===== config.mk =====
export PLATFORM = sky130hd
export DESIGN_NAME = des_key_sched
export DESIGN_NICKNAME = d
export VERILOG_FILES = /design/src/rtl/des_pkg.sv /design/src/rtl/des_pc2.sv /design/src/rtl/des_key_sched.sv
export SDC_FILE = /design/constraint.sdc
export NUM_CORES = 1
export LEC_CHECK = 0
export ABC_CLOCK_PERIOD_IN_PS = 3400
export CORE_MARGIN = 4
export CORE_UTILIZATION = 35
export CTS_CLUSTER_DIAMETER = 60
export DETAILED_ROUTE_END_ITERATION = 7
export GPL_TIMING_DRIVEN = 0
export SYNTH_ARGS = -nofsm -noshare
export SYNTH_HDL_FRONTEND = slang
export SYNTH_HIERARCHICAL = 1
export SYNTH_SLANG_ARGS = --single-unit

===== constraint.sdc =====
create_clock -name clk -period 3.4 [get_ports clk]
set_clock_uncertainty 0.05 [all_clocks]
set_input_delay 0.68 -clock clk [delete_from_list [all_inputs] [get_ports clk]]
set_output_delay 0.68 -clock clk [all_outputs]
set_load 0.005 [all_outputs]

===== src/rtl/des_pkg.sv =====
// Shared DES key-schedule definitions: permutation tables, shift schedule,
// FSM state type and the width/round constants used across the block.
package des_pkg;

  localparam int unsigned KEY_W    = 64;
  localparam int unsigned CD_W     = 56;
  localparam int unsigned HALF_W   = 28;
  localparam int unsigned SUBKEY_W = 48;
  localparam int unsigned ROUNDS   = 16;
  localparam int unsigned ROUND_W  = 4;

  typedef enum logic {IDLE, RUN} state_t;

  // Entries are 1-based DES bit numbers of the source vector.
  localparam int unsigned PC1 [CD_W] = '{
    57, 49, 41, 33, 25, 17,  9,
     1, 58, 50, 42, 34, 26, 18,
    10,  2, 59, 51, 43, 35, 27,
    19, 11,  3, 60, 52, 44, 36,
    63, 55, 47, 39, 31, 23, 15,
     7, 62, 54, 46, 38, 30, 22,
    14,  6, 61, 53, 45, 37, 29,
    21, 13,  5, 28, 20, 12,  4
  };

  localparam int unsigned PC2 [SUBKEY_W] = '{
    14, 17, 11, 24,  1,  5,
     3, 28, 15,  6, 21, 10,
    23, 19, 12,  4, 26,  8,
    16,  7, 27, 20, 13,  2,
    41, 52, 31, 37, 47, 55,
    30, 40, 51, 45, 33, 48,
    44, 49, 39, 56, 34, 53,
    46, 42, 50, 36, 29, 32
  };

  localparam int unsigned SHIFTS [ROUNDS] = '{
    1, 1, 2, 2, 2, 2, 2, 2, 1, 2, 2, 2, 2, 2, 2, 1
  };

  function automatic logic [CD_W:1] pc1(input logic [KEY_W:1] k);
    logic [CD_W:1] r;
    r = '0;
    for (int unsigned n = 1; n <= CD_W; n++)
      r[6'(CD_W + 1 - n)] = k[7'(KEY_W + 1 - PC1[n-1])];
    return r;
  endfunction

  // DES bit 1 sits at the MSB of each half, so a DES left rotate is a vector left rotate.
  function automatic logic [CD_W:1] rot_cd(input logic [CD_W:1] v, input logic right,
                                           input int unsigned amt);
    logic [HALF_W:1] c, d;
    c = v[CD_W:HALF_W+1];
    d = v[HALF_W:1];
    if (right) begin
      c = (amt == 2) ? {c[2:1], c[HALF_W:3]} : {c[1], c[HALF_W:2]};
      d = (amt == 2) ? {d[2:1], d[HALF_W:3]} : {d[1], d[HALF_W:2]};
    end else begin
      c = (amt == 2) ? {c[HALF_W-2:1], c[HALF_W:HALF_W-1]} : {c[HALF_W-1:1], c[HALF_W]};
      d = (amt == 2) ? {d[HALF_W-2:1], d[HALF_W:HALF_W-1]} : {d[HALF_W-1:1], d[HALF_W]};
    end
    return {c, d};
  endfunction

endpackage


===== src/rtl/des_pc2.sv =====
// Combinational DES PC-2: compresses the 56-bit C||D pair into a 48-bit subkey.
module des_pc2
  import des_pkg::*;
(
  input  logic [CD_W:1]     cd,
  output logic [SUBKEY_W:1] subkey
);

  always_comb begin
    subkey = '0;
    for (int unsigned n = 1; n <= SUBKEY_W; n++)
      subkey[6'(SUBKEY_W + 1 - n)] = cd[6'(CD_W + 1 - PC2[n-1])];
  end

endmodule


===== src/rtl/des_key_sched.sv =====
// DES key schedule: streams the 16 round subkeys in encrypt or decrypt order
// over a valid/ready handshake, one subkey per transfer.
module des_key_sched
  import des_pkg::*;
(
  input  logic                clk,
  input  logic                reset,
  input  logic [KEY_W:1]      key,
  input  logic                key_load,
  input  logic                mode,
  output logic                busy,
  output logic [SUBKEY_W:1]   subkey,
  output logic                subkey_valid,
  input  logic                subkey_ready,
  output logic [ROUND_W-1:0]  round,
  output logic                done
);

  state_t              state;
  logic                dec;
  logic [ROUND_W-1:0]  cnt;
  logic [CD_W:1]       cd, cd_nxt;
  logic [SUBKEY_W:1]   pc2_out;
  logic                xfer, last;

  assign xfer = subkey_valid & subkey_ready;
  assign last = (cnt == ROUND_W'(ROUNDS - 1));
  assign done = xfer & last;

  // Decrypt also rotates on the final transfer so C/D end back at the PC-1 value.
  always_comb begin
    cd_nxt = cd;
    if (state == IDLE)
      cd_nxt = mode ? pc1(key) : rot_cd(pc1(key), 1'b0, SHIFTS[0]);
    else if (xfer) begin
      if (dec)
        cd_nxt = rot_cd(cd, 1'b1, SHIFTS[ROUND_W'(ROUNDS - 1) - cnt]);
      else if (!last)
        cd_nxt = rot_cd(cd, 1'b0, SHIFTS[cnt + ROUND_W'(1)]);
    end
  end

  des_pc2 u_pc2 (
    .cd     (cd_nxt),
    .subkey (pc2_out)
  );

  always_ff @(posedge clk) begin
    if (reset) begin
      state        <= IDLE;
      dec          <= 1'b0;
      cnt          <= '0;
      cd           <= '0;
      busy         <= 1'b0;
      subkey_valid <= 1'b0;
      subkey       <= '0;
      round        <= '0;
    end else begin
      case (state)
        IDLE: begin
          if (key_load) begin
            state        <= RUN;
            dec          <= mode;
            cnt          <= '0;
            cd           <= cd_nxt;
            subkey       <= pc2_out;
            round        <= mode ? ROUND_W'(ROUNDS - 1) : '0;
            busy         <= 1'b1;
            subkey_valid <= 1'b1;
          end
        end
        RUN: begin
          if (xfer) begin
            cd <= cd_nxt;
            if (last) begin
              state        <= IDLE;
              cnt          <= '0;
              busy         <= 1'b0;
              subkey_valid <= 1'b0;
            end else begin
              cnt    <= cnt + ROUND_W'(1);
              subkey <= pc2_out;
              round  <= dec ? round - ROUND_W'(1) : round + ROUND_W'(1);
            end
          end
        end
        default: state <= IDLE;
      endcase
    end
  end

endmodule

; ---- After elaboration in Yosys (flattened, before gate mapping)
; Memories as Yosys holds them, arrays and structs flattened.
; Cells that the tools add are included.
; Widths: inputs -> output; s select.
[totals]
mem_bits_ro = 1024
latch_bits = 0
out_inout_bits = 55
memories = 2
regBits = 115
elab_cells = 68
ramBits = 0
in_bits = 69
[op_classes]
addsub = 4
bitwise_logic = 5
div_mod_pow = 0
n_reduce_logical = 4
magnitude_cmp = 2
muxes = 37
n_shift = 0
n_eq_ne = 7
multipliers = 0
[memory_table]
columns = name, depth, word_bits, read_ports, rd_clocked_by_memory_dff, write_ports, line
row1 = (no name shown), 16, 32, 1, 0, 0, des_key_sched.sv:39  ; cd_nxt = rot_cd(cd, 1'b0, SHIFTS[cnt + ROUND_W'(1)]);
row2 = (no name shown), 16, 32, 1, 0, 0, des_key_sched.sv:37  ; cd_nxt = rot_cd(cd, 1'b1, SHIFTS[ROUND_W'(ROUNDS - 1) - cnt]);
[op_table]
columns = operator, n
row1 = $mux 56, 6
row2 = $mux 48, 3
row3 = $mux 32, 4
row4 = $mux 28, 4
row5 = $pmux 56 s2, 1
row6 = $pmux 48 s2, 1
row7 = $eq 32x2->1 const B, 2
row8 = $mux 4, 8
row9 = $pmux 4 s2, 2
row10 = $ge 5x5->1 const B, 2
row11 = $not 4->5, 2
row12 = $add 4x1->4 const B, 2
row13 = $mux 1, 6
row14 = $reduce_and 3->1, 2
row15 = $eq 4x4->1 const B, 1
row16 = $ne 2x1->1 const B, 2
row17 = $ne 2x2->1 const B, 2
row18 = $pmux 1 s2, 2
row19 = $reduce_and 2->1, 2
row20 = $sub 4x1->4 const B, 1
row21 = $sub 4x4->4 const A, 1
row22 = $and 1x1->1, 2
row23 = $not 1->1, 1

; ---- Depth between registers and ports, before layout
[depth]
word_depth = 13
mapped_depth = 13
ltp_nobuf = 10

; ---- Hierarchy
; The synthesis kept the hierarchy.
[by_module_without_submodules]
columns = mod, n_inst, cells_per_inst, area_each_um2, seq_area_each_um2
row1 = des_key_sched, 1, 1061, 8333.0, 2302.2
row2 = des_pc2, 1, 48, 360.3, 0.0

; ---- Least setup slack after synthesis
; OpenSTA, ideal clock, no wires.
[synth_path]
path_kind = register -> register
start = register cnt[1]
end = register subkey[10] (netlist bit)
required_ps = 3218
path_slack_ps = 847
t_arrival_ps = 2371
n_path_buf = 4
path_stages_with_launch = 14
setup_time_ps = 132
synth_period_minus_slack_ps = 2553
cell_sequence = dfxtp_1 ha_1 buf_2 o31ai_1 o31ai_1 mux2_4 buf_6 buf_12 mux2i_1 a2111oi_1 nor2_1 buf_4 nand2_1 a21oi_1
[synth_between]
elab_chain_cells = 13
elab_cells_between_ends = 24
cone_classes = add/sub: 2 / eq/ne: 4 / mux: 13 / bitwise: 2 / reduce/logical: 1 / memory: 2
[synth_lines]
columns = item, line
row1 = from (decl), des_key_sched.sv:21  ; logic [ROUND_W-1:0] cnt;
row2 = from (signal assigned), des_key_sched.sv:81  ; cnt <= cnt + ROUND_W'(1);
row3 = $add 4x1->4, des_key_sched.sv:39
row4 = $not 4->5 (not written as such), des_key_sched.sv:39
row5 = $mem_v2 16x32, n/a
row6 = $mux 32 (not written as such) (2 in a row), des_key_sched.sv:39
row7 = $eq 32x2->1, des_pkg.sv:60  ; d = (amt == 2) ? {d[HALF_W-2:1], d[HALF_W:HALF_W-1]} : {d[HALF_W-1:1], d[HALF_W]};
row8 = $mux 28, des_pkg.sv:60
row9 = $mux 56, des_key_sched.sv:38  ; else if (!last)
row10 = $mux 56 *, des_key_sched.sv:36  ; if (dec)
row11 = $mux 56 *, des_key_sched.sv:33  ; if (state == IDLE)
row12 = net cd_nxt (one bit), des_key_sched.sv:22  ; logic [CD_W:1] cd, cd_nxt;
row13 = $mux 48, des_key_sched.sv:75  ; if (last) begin
row14 = $mux 48, des_key_sched.sv:73  ; if (xfer) begin
row15 = $pmux 48 s2 *, des_key_sched.sv:59  ; case (state)
row16 = to (signal assigned), des_key_sched.sv:66  ; subkey <= pc2_out;
row17 = to (signal assigned), des_key_sched.sv:82  ; subkey <= pc2_out;
row18 = to (decl), des_key_sched.sv:12  ; output logic [SUBKEY_W:1] subkey,
; Mark *: on every way through the listed nets, which the timed path passes. The rest lies on a longest branch. The select of a mux whose other input is x is not followed.
; A chain may end at the register's enable or synchronous reset.

; ---- Final worst setup path
[layout_path]
start = register cnt[1]
end = output port done
[layout_between]
elab_chain_cells = 2
[layout_lines]
columns = item, line
row1 = $eq 4x4->1, des_key_sched.sv:27  ; assign last = (cnt == ROUND_W'(ROUNDS - 1));
row2 = $and 1x1->1, des_key_sched.sv:28  ; assign done = xfer & last;
row3 = to (decl), des_key_sched.sv:16  ; output logic done
; No other way between the ends.

==> impl_metrics.tcl <==
set metrics [dict create \
    drv_cap 0 \
    grt.total_usage 0.2089 \
    r2r-end "subkey[22]" \
    hp-start "subkey[17]" \
    use_met3 0.04468 \
    slew_viol_final 0 \
    crit_path_start_kind "flip-flop" \
    grt_max_degree 20 \
    slew-limit-headroom 0.4888 \
    drive_gt1_frac 0.1170 \
    drc_errors 0 \
    cts_tree "built" \
    drt_iter0_drc 635 \
    seqCellArea_sq_um 2303 \
    vias_per_cell 5.364 \
    die_h_um 165.4 \
    first_pass_iters 5 \
    critPathRequiredTime_ps 2670 \
    place_area_sq_um 10210 \
    holdBufCountCts 0 \
    fill_cells 2424 \
    ff2ff_path_depth 9 \
    peakVddDrop_mv 0.3056 \
    crit_start "cnt[1]" \
    cts-htree-levels 4 \
    num_vias 8432 \
    detailed_place_hpwl_um 21500 \
    grt-busiest-layer "met2" \
    area_growth_pct 25.13 \
    period_minus_slack_ps 3234 \
    grt_overflow 0 \
    setup_viol 0 \
    finalCritPeriodShare 0.9511 \
    initial_utilization 0.3567 \
    ioPinCount 124 \
    cp-end-kind "primary output" \
    max_slew.worst_pin.slew_ps 766.8 \
    whs_ps 401.0 \
    syn_area_sq_um 8675 \
    path_clk_slew_ps 60 \
    synthCells 1104 \
    met1_usage 0.3077 \
    portBuffers 113 \
    hold_depth 2 \
    clock.fmax_ghz 0.3092 \
    first_global_vias 7989 \
    rrSetupSlack_ps 310 \
    routedWlPerCell_um 18.36 \
    finalNetCount 1313 \
    row_count 57 \
    routabilityCongestion 0.8709 \
    antenna_cells 0 \
    die_w_um 165.4 \
    clk_latency_ps 420 \
    status "completed" \
    dp_worst_setup_slack_ps -252.3 \
    leakagePower_nw 4.622 \
    numCtsBuffers 17 \
    ys_warn_count 6 \
    dieArea_sq_um 27370 \
    grt_antenna_before_repair 0 \
    min_to "subkey[17]" \
    wl_um 28860 \
    finalPower_mw 4.433 \
    cts.sinks 115 \
    power_density_nw_per_um2 408.4 \
    critPathKind "reg -> out" \
    crit_arrival_ps 2500 \
    core_sq_um 24320 \
    setup_slack_ps 166.1 \
    stdcell_area_sq_um 10850 \
    rr_startpoint "state" \
    grt.met2_usage 0.3105 \
    grt_pass1_wl_um 45090 \
    ant_nets 0 \
    hold_path_class "reg -> reg" \
    clockBufferDepth 2 \
    syn_avg_cell_area_sq_um 7.857 \
    hold_violations 0 \
    synthesis.nets 1182 \
    crit_fanout 10 \
    clockRootBuffer "clkbuf_16" \
    multiInputGateArea_sq_um 5513 \
]
[report_power, final]
group	switching [mW]	total, mW	internal, mW
logic	0.533	0.994	0.461
registers	0.0775	1.49	1.41
clock network	0.712	1.95	1.24
[layout make-up]
| cell class | count | area share |
|---|---|---|
| multi-input cells | 836 | 0.5079 |
| repair buffers | 113 | 0.1042 |
| plain buffers | 146 | 0.07816 |
| clock inverters | 14 | 0.01856 |
| flip-flops and latches | 115 | 0.2122 |
| well taps | 324 | 0.03735 |
| clock buffers | 18 | 0.03954 |
| inverters | 6 | 0.002075 |
[layer usage]
layer / routed length, um / up-vias
met2: 12530 / 234
met5: 0 / -
met1: 14180 / 3965
li1: - / 4208
met4: 436 / 0
met3: 1715 / 25
[repair_timing]
action                                  in CTS  in global routing
endpoints found under the setup margin       1                 16
resized for setup                            5                  4
setup buffers                                0                  0
[worst max-delay path: stages (launching register included)]
cell	delay [ps]
dfxtp_2	400
ha_1	160
buf_2	190
nand3_2	170
clkbuf_4	240
buf_2	220
nor2_1	180
clkdlybuf4s50_1	530
[sequential cells by signal, indices dropped and copies added (netlist names)]
name,cells
cd,56
state,1
subkey_valid,1
dec,1
cnt,4
subkey,48
round,4
[cell usage in the layout, fill, tap and decap left out, types with 37 or more instances in the layout]
cell / count
clkbuf_1: 72
mux2i_1: 135
buf_4: 51
o31ai_1: 37
dfxtp_1: 114
clkdlybuf4s50_1: 113
a21oi_1: 55
nand2_1: 195
nor2_1: 169
[metrics by stage]
| stage | std cells | util | setup TNS (ps) |
|---|---|---|---|
| final | 1572 | 0.4463 | 0 |
| after detailed placement | 1541 | 0.4199 | -4662 |
| after global placement | 1541 | 0.4199 | -5440 |
| after floorplan | 1104 | - | 0 |
| after global routing | 1572 | 0.4463 | -2.330 |
| after CTS | 1572 | 0.4460 | 0 |
[worst max-delay path by stage]
stage          cells after the start          to
2_1_floorplan                     13  subkey[10]
3_3_place_gp                      11  subkey[22]
3_5_place_dp                      11  subkey[22]
4_1_cts                            7        done
5_1_grt                           11  subkey[36]
6_report                           7        done
Note: power is estimated with default switching activity, not from simulation.
